**src/rtl/ahb_decoder_mux_if.sv**
```systemverilog
// ----------------------------------------------------------------------------
// ahb_decoder_mux_if
// Bundles the AHB-Lite signals between one master, the address decoder /
// response mux, and NUM_SLV slaves.
//
//   haddr, htrans   master address phase
//   hready          bus HREADY as seen by everybody (normally hready_out)
//   hsel            one-hot slave select from the decoder
//   hrdata_s        per-slave read data (unpacked array)
//   hreadyout_s     per-slave HREADYOUT
//   hresp_s         per-slave HRESP (1 = ERROR)
//   hrdata          muxed read data to the master
//   hready_out      muxed HREADY
//   hresp           muxed HRESP
//
// Modports:
//   master : the bus fabric around the decoder (master plus slaves); it
//            drives the address phase and the slave responses.
//   slave  : the decoder/mux block itself.
// ----------------------------------------------------------------------------
interface ahb_decoder_mux_if #(
  parameter int NUM_SLV = 4,
  parameter int ADDR_W  = 32,
  parameter int DATA_W  = 32
);
  logic [ADDR_W-1:0]  haddr;
  logic [1:0]         htrans;
  logic               hready;
  logic [NUM_SLV-1:0] hsel;
  logic [DATA_W-1:0]  hrdata_s [NUM_SLV];
  logic [NUM_SLV-1:0] hreadyout_s;
  logic [NUM_SLV-1:0] hresp_s;
  logic [DATA_W-1:0]  hrdata;
  logic               hready_out;
  logic               hresp;

  modport master (
    output haddr, htrans, hready, hrdata_s, hreadyout_s, hresp_s,
    input  hsel, hrdata, hready_out, hresp
  );

  modport slave (
    input  haddr, htrans, hready, hrdata_s, hreadyout_s, hresp_s,
    output hsel, hrdata, hready_out, hresp
  );
endinterface

```
**src/rtl/ahb_decoder_mux.sv**
```systemverilog
// ----------------------------------------------------------------------------
// ahb_decoder_mux
// AHB-Lite address decoder and response multiplexer for one master and
// NUM_SLV slaves, with a built-in default slave for unmapped addresses.
//
// Slave i owns [BASE_ADDR + i*2^REGION_BITS, BASE_ADDR + (i+1)*2^REGION_BITS).
//
// Ports:
//   hclk     bus clock, all state on the rising edge
//   hresetn  asynchronous active-low reset
//   bus      ahb_decoder_mux_if.slave (address phase in, hsel out,
//            slave responses in, muxed response out)
// ----------------------------------------------------------------------------
module ahb_decoder_mux #(
  parameter int              NUM_SLV     = 4,
  parameter int              ADDR_W      = 32,
  parameter int              DATA_W      = 32,
  parameter logic [ADDR_W-1:0] BASE_ADDR = '0,
  parameter int              REGION_BITS = 12
) (
  input  logic              hclk,
  input  logic              hresetn,
  ahb_decoder_mux_if.slave  bus
);

  localparam int IDX_W = (NUM_SLV > 1) ? $clog2(NUM_SLV) : 1;

  // Default-slave FSM encoding
  localparam logic [1:0] S_IDLE = 2'd0;
  localparam logic [1:0] S_ERR1 = 2'd1;
  localparam logic [1:0] S_ERR2 = 2'd2;

  typedef struct packed {
    logic             valid;
    logic [IDX_W-1:0] idx;
  } dsel_t;

  logic [ADDR_W-1:0]  off;
  logic [ADDR_W-1:0]  idx_full;
  logic               mapped;
  logic [IDX_W-1:0]   idx;
  logic [NUM_SLV-1:0] hsel_c;
  logic               start_err;

  dsel_t      dsel;
  logic       dflt;
  logic [1:0] state;
  logic [1:0] state_nxt;

  // --------------------------------------------------------------------------
  // Address decode. The subtraction is done in ADDR_W bits; an address below
  // BASE_ADDR wraps to a huge offset, but the explicit >= test rejects it
  // anyway so a wrap can never alias onto a real region.
  // --------------------------------------------------------------------------
  always_comb begin
    off       = bus.haddr - BASE_ADDR;
    idx_full  = off >> REGION_BITS;
    mapped    = (bus.haddr >= BASE_ADDR) && (idx_full < ADDR_W'(NUM_SLV));
    idx       = idx_full[IDX_W-1:0];
    start_err = ~mapped & bus.htrans[1];
  end

  // NOTE: every signal written in an always_comb gets a default first, so no
  // path through the block leaves it unassigned and no latch is inferred.
  always_comb begin
    hsel_c = '0;
    for (int i = 0; i < NUM_SLV; i++) begin
      if (mapped && (idx == IDX_W'(i))) hsel_c[i] = 1'b1;
    end
  end

  assign bus.hsel = hsel_c;

  // --------------------------------------------------------------------------
  // Data-phase select: captured only when the previous transfer completes.
  // --------------------------------------------------------------------------
  // NOTE: sequential state is assigned with non-blocking (<=) so every flop
  // samples the pre-edge values regardless of statement order.
  always_ff @(posedge hclk or negedge hresetn) begin
    if (!hresetn) begin
      dsel <= '0;
      dflt <= 1'b0;
    end else if (bus.hready) begin
      dsel <= '{valid: mapped, idx: idx};
      dflt <= start_err;
    end
  end

  // --------------------------------------------------------------------------
  // Default slave: two-cycle ERROR response. ERR1 stretches the data phase
  // (hready low) so the address phase is sampled again only in ERR2, which
  // lets back-to-back unmapped transfers chain straight into ERR1.
  // --------------------------------------------------------------------------
  always_comb begin
    state_nxt = S_IDLE;
    case (state)
      S_IDLE: state_nxt = (bus.hready && start_err) ? S_ERR1 : S_IDLE;
      S_ERR1: state_nxt = S_ERR2;
      S_ERR2: state_nxt = (bus.hready && start_err) ? S_ERR1 : S_IDLE;
      default: state_nxt = S_IDLE;
    endcase
  end

  always_ff @(posedge hclk or negedge hresetn) begin
    if (!hresetn) state <= S_IDLE;
    else          state <= state_nxt;
  end

  // --------------------------------------------------------------------------
  // Response mux. dflt qualifies the FSM outputs: the error response is only
  // presented when the captured data phase really was an unmapped transfer.
  // --------------------------------------------------------------------------
  always_comb begin
    bus.hrdata     = '0;
    bus.hready_out = 1'b1;
    bus.hresp      = 1'b0;
    if (dsel.valid) begin
      bus.hrdata     = bus.hrdata_s[dsel.idx];
      bus.hready_out = bus.hreadyout_s[dsel.idx];
      bus.hresp      = bus.hresp_s[dsel.idx];
    end else begin
      bus.hready_out = ~(dflt && (state == S_ERR1));
      bus.hresp      = dflt && (state != S_IDLE);
    end
  end

endmodule

```
**src/flat_wrapper.sv**
```systemverilog
// flat-port wrapper written by rule: the top's interface ports become plain ports
module ahb_decoder_mux_flat 
#(
  parameter int              NUM_SLV     = 4,
  parameter int              ADDR_W      = 32,
  parameter int              DATA_W      = 32,
  parameter logic [ADDR_W-1:0] BASE_ADDR = '0,
  parameter int              REGION_BITS = 12
)
  (hclk, hresetn, bus_haddr, bus_htrans, bus_hready, bus_hrdata_s, bus_hreadyout_s, bus_hresp_s, bus_hsel, bus_hrdata, bus_hready_out, bus_hresp);
  ahb_decoder_mux_if #(.NUM_SLV(NUM_SLV), .ADDR_W(ADDR_W), .DATA_W(DATA_W)) bus_i ();
  input  logic hclk;
  input  logic hresetn;
  input wire logic [$bits(bus_i.haddr)-1:0] bus_haddr;
  input wire logic [$bits(bus_i.htrans)-1:0] bus_htrans;
  input wire logic [$bits(bus_i.hready)-1:0] bus_hready;
  input wire logic [$bits(bus_i.hrdata_s)-1:0] bus_hrdata_s;
  input wire logic [$bits(bus_i.hreadyout_s)-1:0] bus_hreadyout_s;
  input wire logic [$bits(bus_i.hresp_s)-1:0] bus_hresp_s;
  output wire logic [$bits(bus_i.hsel)-1:0] bus_hsel;
  output wire logic [$bits(bus_i.hrdata)-1:0] bus_hrdata;
  output wire logic [$bits(bus_i.hready_out)-1:0] bus_hready_out;
  output wire logic [$bits(bus_i.hresp)-1:0] bus_hresp;
  assign bus_i.haddr = bus_haddr;
  assign bus_i.htrans = bus_htrans;
  assign bus_i.hready = bus_hready;
  assign bus_i.hrdata_s = {>>{bus_hrdata_s}};
  assign bus_i.hreadyout_s = bus_hreadyout_s;
  assign bus_i.hresp_s = bus_hresp_s;
  assign bus_hsel = bus_i.hsel;
  assign bus_hrdata = bus_i.hrdata;
  assign bus_hready_out = bus_i.hready_out;
  assign bus_hresp = bus_i.hresp;
  ahb_decoder_mux #(.NUM_SLV(NUM_SLV), .ADDR_W(ADDR_W), .DATA_W(DATA_W), .BASE_ADDR(BASE_ADDR), .REGION_BITS(REGION_BITS)) u_core (.hclk(hclk), .hresetn(hresetn), .bus(bus_i));
endmodule
```
**config.mk**
```make
export PLATFORM = sky130hd
export DESIGN_NAME = ahb_decoder_mux_flat
export DESIGN_NICKNAME = d
export VERILOG_FILES = /design/src/rtl/ahb_decoder_mux_if.sv /design/src/rtl/ahb_decoder_mux.sv /design/src/flat_wrapper.sv
export SDC_FILE = /design/constraint.sdc
export NUM_CORES = 1
export LEC_CHECK = 0
export ABC_AREA = 0
export CAP_MARGIN = 20
export CORE_AREA = 3 3 80 82
export CTS_CLUSTER_SIZE = 16
export DETAILED_ROUTE_END_ITERATION = 7
export DIE_AREA = 0 0 83 85
export DONT_BUFFER_PORTS = 1
export HOLD_SLACK_MARGIN = 0.06
export PLACE_DENSITY_LB_ADDON = 0.05
export SLEW_MARGIN = 10
export SYNTH_ARGS = -nofsm -noshare
export SYNTH_HDL_FRONTEND = slang
export SYNTH_SLANG_ARGS = --single-unit
```
**constraint.sdc**
```tcl
create_clock -name hclk -period 4 [get_ports hclk]
set_clock_uncertainty 0.15 [all_clocks]
set_input_delay 1 -clock hclk [delete_from_list [all_inputs] [get_ports hclk]]
set_output_delay 1 -clock hclk [all_outputs]
set_load 0.1 [all_outputs]
```
==> results.sh, run 1 <==
export IMPL_outcome="finished clean"
export IMPL_clock_sink_count=6
export IMPL_power_share_switching_pct=27.6
export IMPL_place_gp_congestion=0.754
export IMPL_clk_latency_ns=0.22
export IMPL_synth_fp_nets=287
export IMPL_critical_path_required_ns=2.85
export IMPL_syn_area_per_cell_um2=12.5
export IMPL_maxCapViolations=0
export IMPL_wl_per_cell_um=21.8
export IMPL_drt_iter0_drc=47
export IMPL_setup_viol=0
export IMPL_dpl_hpwl_um=4220
export IMPL_fmax_mhz=281
export IMPL_cp_arrival_ns=2.40
export IMPL_regArea_um2=151
export IMPL_yosys_warnings=0
export IMPL_muxShareOfSynthArea_pct=56.8
export IMPL_p_per_area_mw_per_mm2=170
export IMPL_fin_ws_ns=0.447
export IMPL_fp_coreArea_mm2=0.00582
export IMPL_cp_start_kind="primary input"
export IMPL_antenna_found_initial=0
export IMPL_path_class="in2out"
export IMPL_grtUsageTotal_pct=12.3
export IMPL_startpoint="bus_haddr[25]"
export IMPL_internal_power_mw=0.223
export IMPL_irDropWorstVdd_mv=0.0817
export IMPL_dieArea_mm2=0.00706
export IMPL_rsz0062_at_grt="false"
export IMPL_drt_wl_total_um=4850
export IMPL_cts_resized=0
export IMPL_finalMaxSlewViolations=0
export IMPL_worstHoldStart="u_core.state[1]"
export IMPL_drive_gt1_share_pct=54.4
export IMPL_multi_input_area_mm2=0.00121
export IMPL_vias_per_cell=5.56
export IMPL_die_w_um=83
export IMPL_whs_path_depth=1
export IMPL_cts_buffers=3
export IMPL_min_to="u_core.state[1]"
export IMPL_cts_buffer_depth=2
export IMPL_die_h_um=85
export IMPL_regToRegStartpoint="u_core.dsel[1]"
export IMPL_area_growth_pct=27.4
export IMPL_start_util_pct=24.4
export IMPL_antenna_left=0
export IMPL_r2r_end="u_core.dsel[1]"
export IMPL_slowest_delay_ns=0.42
export IMPL_synth_distinct_cells=25
export IMPL_synth_compound_area_share_pct=2.73
export IMPL_slowest_stage="nand4_1"
export IMPL_dr_pass1_iters=4
export IMPL_io_pins=211
export IMPL_rows=28
export IMPL_synthSimpleGateAreaFrac_pct=22.1
export IMPL_ys_seq_area_share_pct=10.6
export IMPL_path_buf_inv=1
export IMPL_layout_min_cycle_time_ns=3.55
export IMPL_cp_max_fo=5
export IMPL_p_switching_mw=0.0849
export IMPL_postCtsSetupBuffers=0
export IMPL_seqPwrFrac_pct=24.1
export IMPL_crit_chain="nor4_1, nand4_1, nor4_4, buf_4"
export IMPL_layout_nets=321
export IMPL_end_kind="output port"
export IMPL_grt_pass1_vias=1268
export IMPL_cp_depth=4
export IMPL_io_buffers=0
export IMPL_hp_class="reg2reg"
export IMPL_final_common_cell="buf_4"
export IMPL_r2r_setup_slack_ns=2.40
export IMPL_p_leak_nw=0.719
export IMPL_grt_pass1_wl_um=7070
export IMPL_pre_cts_slack_ns=0.434
export IMPL_total_power_mw=0.308
export IMPL_setup_tns_ns=0
export IMPL_cts_hold_buf=0
export IMPL_cts_tree="built"
export IMPL_comb_power_share_pct=45.0
export IMPL_fillCellCount=623
export IMPL_syn_area_mm2=0.00142
export IMPL_path_delay_family="simple AND/OR/NAND/NOR gates"
export IMPL_cts_root_buf="clkbuf_8"
export IMPL_syn_inst=114
export IMPL_clk_pin_slew_ns=0.03
export IMPL_vias=1234
export IMPL_antenna_cells=0
export IMPL_clockPowerShare_pct=30.9
export IMPL_hold_viol=0
export IMPL_worst_pin_slew_ns=1.09
export IMPL_synth_top_family_by_area="multiplexers"
export IMPL_synth_seq_cells=6
export IMPL_maxSlewHeadroom_pct=27.1
export IMPL_drc=0
export IMPL_htree_levels=1
export IMPL_grt_overflow=0
export IMPL_synthAdderAreaFrac_pct=0
export IMPL_synth_xor_area_share_pct=0
export IMPL_final_cell_mix="buf_4, and2_1, mux4_2"
export IMPL_r2r_cells=2
export IMPL_grt_start_max_net_pins=36
export IMPL_fin_crit_sh_pct=88.8
-- layer usage --
| metal | track usage (%) | vias to the layer above | routed length (um) |
|---|---|---|---|
| met5 | 0 | - | 0 |
| met1 | 13.3 | 579 | 1590 |
| met2 | 22.9 | 115 | 2620 |
| li1 | - | 535 | - |
| met4 | 2.82 | 0 | 46 |
| met3 | 4.56 | 5 | 586 |
-- stage by stage --
step | cells | util, % | area (um^2) | hold WS (ns)
finish | 222 | 31.1 | 1810 | 0.294
detailed placement | 218 | 30.3 | 1760 | 0.288
floorplan | 114 | - | 1440 | 0.258
global placement | 218 | 30.3 | 1760 | 0.292
global route | 222 | 31.1 | 1810 | 0.307
CTS | 222 | 31.1 | 1810 | 0.293
-- cells by family (layout without fill, tap and decap cells) --
logic type             count (synthesis)  count (layout)
buffers and inverters                 13              46
and+or+nand+nor                       53              53
DFF                                    6               6
muxes                                 36              36
AOI/OAI and AO/OA                      6               6
-- cell type report --
type,count,share of cell area (%)
Clock buffer,4,2.49
Inverter,2,0.415
Multi-Input combinational cell,95,66.9
Sequential cell,6,8.37
Tap cell,75,5.19
Timing Repair Buffer,40,16.6
-- worst register-to-register path: cells and delay by family (launching register included) --
family | cells | cell delay [ns]
buffers and inverters | 1 | 0.37
flip-flops | 1 | 0.83
multiplexers | 1 | 0.19
-- state kept, by name (all words and copies together) (netlist names) --
name and cells:
u_core.state 2, u_core.dflt 1, u_core.dsel 3
-- cells in the mapped netlist, drive strengths merged --
library cell	number	share of area (%)
o22ai	1	0.44
inv	2	0.53
dfrtp	6	11
nand4	1	0.44
nor3	1	0.35
mux4	34	55
and4	2	1.2
a211oi	1	0.53
clkbuf	3	0.79
nor2b	1	0.44
a31oi	1	0.44
o21ai	2	0.70
and2	33	15
mux2	2	1.6
nor4	5	2.2
buf	8	6.4
nor2	4	1.1
nand2b	1	0.44
nand2	4	1.1
a2bb2oi	1	0.62
nand3	1	0.35
-- power by group through the flow --
stage	Sequential, mW	Clock (mW)	Combinational [mW]
detailed placement	0.0751	0	0.141
global placement	0.0749	0	0.139
CTS	0.0743	0.0972	0.142
finish	0.0742	0.0950	0.139
global route	0.0751	0.103	0.150
floorplan	0.0673	0	0.144
-- worst max-delay path by stage --
stage,end,slack [ns]
final,bus_hsel[2],0.45
after global routing,bus_hsel[2],0.36
after CTS,bus_hsel[2],0.42
after detailed placement,bus_hsel[2],0.43
after global placement,bus_hsel[2],0.50
after floorplan,bus_hsel[0],-0.46
Note: power is estimated with default switching activity, not from simulation.
==> run 2, diff against run 1 <==
==> constraint.sdc (replaced) <==
create_clock -name hclk -period 3.8 [get_ports hclk]
set_clock_uncertainty 0.15 [all_clocks]
set_input_delay 0.95 -clock hclk [delete_from_list [all_inputs] [get_ports hclk]]
set_output_delay 0.95 -clock hclk [all_outputs]
set_load 0.1 [all_outputs]
==> run 2 against run 1 <==
  * Sequential cell count did not move
  * Worst setup slack got worse by 0.072 ns
  * Core utilization rose by 0.39 points
  * Critical path type unchanged
  * Largest power group unchanged
  * Highest routed layer unchanged
==> results.sh, run 2 (synthesis results as in run 1) <==
export IMPL_outcome="finished clean"
export IMPL_maxSlewHeadroom_pct=26.9
export IMPL_postCtsSetupBuffers=0
export IMPL_clk_latency_ns=0.22
export IMPL_p_per_area_mw_per_mm2=179
export IMPL_cts_buffers=3
export IMPL_post_route_util_pct=31.5
export IMPL_dpl_hpwl_um=4210
export IMPL_htree_levels=1
export IMPL_cts_resized=0
export IMPL_vias_per_cell=5.57
export IMPL_cp_arrival_ns=2.32
export IMPL_grt_overflow=0
export IMPL_cts_buffer_depth=2
export IMPL_dieArea_mm2=0.00706
export IMPL_area_growth_pct=29.0
export IMPL_grtUsageTotal_pct=12.3
export IMPL_vias=1241
export IMPL_fp_coreArea_mm2=0.00582
export IMPL_cp_start_kind="primary input"
export IMPL_wl_per_cell_um=21.4
export IMPL_placedInstanceArea_mm2=0.00178
export IMPL_stdcell_area_mm2=0.00183
export IMPL_hold_slack_ns=0.271
export IMPL_cts_root_buf="clkbuf_8"
export IMPL_drt_iter0_drc=26
export IMPL_p_leak_nw=0.724
export IMPL_die_w_um=83
export IMPL_clk_pin_slew_ns=0.04
export IMPL_final_common_cell="buf_4"
export IMPL_dr_pass1_iters=4
export IMPL_die_h_um=85
export IMPL_grt_pass1_wl_um=7120
export IMPL_irDropWorstVdd_mv=0.0978
export IMPL_path_class="in2out"
export IMPL_regMostFlops="u_core.dsel"
export IMPL_layout_min_cycle_time_ns=3.42
export IMPL_final_cell_mix="buf_4, and2_1, mux4_2"
export IMPL_io_pins=211
export IMPL_r2r_cells=2
export IMPL_drive_gt1_share_pct=54.1
export IMPL_hp_class="in2async"
export IMPL_rsz0062_at_grt="false"
export IMPL_setup_viol=0
export IMPL_setup_tns_ns=0
export IMPL_drc=0
export IMPL_top_regs="u_core.dsel: 3 flops, u_core.state: 2 flops, u_core.dflt: 1 flops"
export IMPL_finalMaxSlewViolations=0
export IMPL_cts_hold_buf=0
export IMPL_antenna_found_initial=2
export IMPL_fmax_mhz=292
export IMPL_hold_viol=0
export IMPL_cts_tree="built"
export IMPL_largest_register_ffs=3
export IMPL_layout_nets=320
export IMPL_drt_wl_total_um=4770
export IMPL_grt_pass1_vias=1366
export IMPL_end_kind="output port"
export IMPL_grt_start_max_net_pins=36
export IMPL_total_power_mw=0.328
export IMPL_antenna_left=0
export IMPL_place_gp_congestion=0.745
export IMPL_worst_pin_slew_ns=1.10
export IMPL_cp_max_fo=5
export IMPL_fin_crit_sh_pct=90.1
export IMPL_start_util_pct=24.4
export IMPL_io_buffers=0
export IMPL_clock_sink_count=6
export IMPL_critical_path_required_ns=2.70
export IMPL_maxCapViolations=0
export IMPL_rows=28
run 2: cell count changes in the layout (fill, tap and decap cells not counted):
| cell | change |
|---|---|
| buf_12 | +2 |
| buf_4 | -3 |
| diode_2 | +2 |
run 2: worst max-delay path, stage by stage:
cell and delay [ns]:
nor4_1 0.33, nand4_1 0.41, nor4_4 0.31, buf_4 0.33
run 2: worst paths after layout:
kind	from	slack, ns	to
worst min register to register	u_core.state[0]	0.30	u_core.state[0]
worst max register to register	u_core.dsel[2]	2.28	u_core.dsel[2]
min in group hclk	u_core.state[0]	0.30	u_core.state[0]
worst min-delay path	hresetn	0.27	u_core.dsel[2]
max in group asynchronous	hresetn	3.15	u_core.dsel[0]
worst max-delay path	bus_haddr[25]	0.38	bus_hsel[0]
run 2: final cells by class:
| cell class | count | area (um^2) |
|---|---|---|
| clock buffer | 4 | 45.0 |
| timing repair buffer | 39 | 318 |
| multi-input combinational | 95 | 1210 |
| sequential | 6 | 151 |
| antenna | 2 | 5.00 |
| inverter | 2 | 7.51 |
| fill | 602 | 3980 |
| tap | 75 | 93.8 |
run 2: report_power, final:
part | internal [mW] | switching, mW
Sequential | 0.0685 | 0.0174
Combinational | 0.0978 | 0.0441
Clock | 0.0722 | 0.0284
run 2: per-stage QoR:
stage	setup WS (ns)	instances
finish	0.375	223
CTS	0.338	221
global placement	0.400	217
floorplan	-0.556	114
detailed placement	0.348	217
global route	0.208	223
run 2: routing by layer:
| layer | wire [um] | up-vias | global-route usage, % |
|---|---|---|---|
| li1 | - | 538 | - |
| met1 | 1630 | 579 | 14.0 |
| met3 | 665 | 2 | 4.76 |
| met2 | 2450 | 122 | 21.8 |
| met4 | 27 | 0 | 3.12 |
| met5 | 0 | - | 0 |
==> run 3, diff against run 2 <==
==> constraint.sdc (replaced) <==
create_clock -name hclk -period 3.9 [get_ports hclk]
set_clock_uncertainty 0.15 [all_clocks]
set_input_delay 0.975 -clock hclk [delete_from_list [all_inputs] [get_ports hclk]]
set_output_delay 0.975 -clock hclk [all_outputs]
set_load 0.1 [all_outputs]
==> run 3 against run 2 <==
  * Non-clock buffer count unchanged
  * Critical path depth unchanged
  * Hold slack better by 0.022 ns
  * Sequential power grew 0.8%
  * Critical path type unchanged
  * Largest power group unchanged
==> results.sh, run 3 (synthesis results as in run 1) <==
export IMPL_placedInstanceArea_mm2=0.00177
export IMPL_cts_tree="built"
export IMPL_clockPowerShare_pct=30.8
export IMPL_finalMaxSlewViolations=0
export IMPL_dieArea_mm2=0.00706
export IMPL_vias_per_cell=5.53
export IMPL_layout_nets=320
export IMPL_cts_hold_buf=0
export IMPL_pre_cts_slack_ns=0.393
export IMPL_grt_pass1_wl_um=7030
export IMPL_cts_root_buf="clkbuf_8"
export IMPL_p_per_area_mw_per_mm2=174
export IMPL_regMostFlops="u_core.dsel"
export IMPL_path_class="in2out"
export IMPL_critical_path_required_ns=2.77
export IMPL_maxSlewHeadroom_pct=27.1
export IMPL_final_common_cell="buf_4"
export IMPL_drive_gt1_share_pct=54.1
export IMPL_drc=0
export IMPL_fin_crit_sh_pct=89.7
export IMPL_hp_class="reg2reg"
export IMPL_fp_coreArea_mm2=0.00582
export IMPL_antenna_left=0
export IMPL_layout_min_cycle_time_ns=3.50
export IMPL_io_pins=211
export IMPL_top_regs="u_core.dsel: 3 flops, u_core.state: 2 flops, u_core.dflt: 1 flops"
export IMPL_cp_arrival_ns=2.37
export IMPL_antenna_found_initial=0
export IMPL_clk_latency_ns=0.22
export IMPL_worst_pin_slew_ns=1.09
export IMPL_fillCellCount=623
export IMPL_power_share_switching_pct=27.3
export IMPL_grt_start_max_net_pins=36
export IMPL_multi_input_area_mm2=0.00121
export IMPL_rsz0062_at_grt="false"
export IMPL_cts_resized=0
export IMPL_area_growth_pct=27.8
export IMPL_cts_buffers=3
export IMPL_p_switching_mw=0.0861
export IMPL_slowest_stage="nand4_1"
export IMPL_irDropWorstVdd_mv=0.106
export IMPL_stdcell_area_mm2=0.00181
export IMPL_grt_pass1_vias=1255
export IMPL_p_leak_nw=0.719
export IMPL_dr_pass1_iters=4
export IMPL_clk_pin_slew_ns=0.03
export IMPL_fin_ws_ns=0.403
export IMPL_outcome="finished clean"
export IMPL_dpl_hpwl_um=4190
export IMPL_die_w_um=83
export IMPL_path_delay_family="simple AND/OR/NAND/NOR gates"
export IMPL_path_buf_inv=1
export IMPL_seqPwrFrac_pct=27.4
export IMPL_maxCapViolations=0
export IMPL_grt_overflow=0
export IMPL_final_cell_mix="buf_4, and2_1, mux4_2"
export IMPL_drt_iter0_drc=31
export IMPL_start_util_pct=24.4
export IMPL_die_h_um=85
export IMPL_crit_chain="nor4_1, nand4_1, nor4_4, buf_4"
export IMPL_cts_buffer_depth=2
export IMPL_grtUsageTotal_pct=12.2
export IMPL_comb_power_share_pct=41.8
export IMPL_antenna_cells=0
export IMPL_regArea_um2=151
export IMPL_htree_levels=1
export IMPL_vias=1222
export IMPL_cp_start_kind="primary input"
export IMPL_io_buffers=0
export IMPL_setup_viol=0
export IMPL_drt_wl_total_um=4780
export IMPL_place_gp_congestion=0.737
export IMPL_end_kind="output port"
export IMPL_largest_register_ffs=3
export IMPL_fmax_mhz=286
export IMPL_clock_sink_count=6
export IMPL_rows=28
export IMPL_postCtsSetupBuffers=0
export IMPL_hold_viol=0
export IMPL_slowest_delay_ns=0.42
export IMPL_internal_power_mw=0.229
export IMPL_setup_tns_ns=0
export IMPL_cp_max_fo=5
export IMPL_wl_per_cell_um=21.6
-- run 3: cell count changes in the layout (fill, tap and decap cells not counted), sizes merged --
cell | previous run | this run
diode | 2 | 0
-- run 3: per-layer routing --
| layer | track usage, % | share of wire, % |
|---|---|---|
| met1 | 14.0 | 34 |
| met2 | 22.5 | 54 |
| met3 | 4.08 | 12 |
| met4 | 2.23 | 0.52 |
| met5 | 0 | 0 |
-- run 3: final timing paths --
path / startpoint / to / slack (ns) / depth (start not counted)
setup / recovery: bus_haddr[25] / bus_hsel[2] / 0.40 / 4
min in group asynchronous: hresetn / u_core.dsel[2] / 0.30 / 0
setup reg to reg: u_core.dsel[2] / u_core.dsel[2] / 2.37 / 2
max in group asynchronous: hresetn / u_core.dsel[0] / 3.23 / 0
hold / removal: u_core.state[1] / u_core.state[1] / 0.29 / 1
hold reg to reg: u_core.state[1] / u_core.state[1] / 0.29 / 1
-- run 3: power by group through the flow --
stage / Clock [mW] / Sequential [mW] / Combinational, mW
2_1_floorplan: 0 / 0.0690 / 0.148
3_3_place_gp: 0 / 0.0874 / 0.133
3_5_place_dp: 0 / 0.0886 / 0.134
4_1_cts: 0.100 / 0.0879 / 0.134
5_1_grt: 0.106 / 0.0894 / 0.142
6_report: 0.0972 / 0.0866 / 0.132
-- run 3: area by class of cell --
class / count / share of cell area (%)
Clock buffer: 4 / 2.48
Inverter: 2 / 0.414
Multi-Input combinational cell: 95 / 66.8
Sequential cell: 6 / 8.34
Tap cell: 75 / 5.17
Timing Repair Buffer: 39 / 16.8
-- run 3: metrics by stage --
step                cells  hold slack, ns  total power [mW]  util (%)
floorplan             114           0.258             0.217         -
global placement      217           0.291             0.220      30.4
detailed placement    217           0.288             0.223      30.4
CTS                   221           0.290             0.322      31.2
global route          221           0.281             0.337      31.2
finish                221           0.293             0.316      31.2
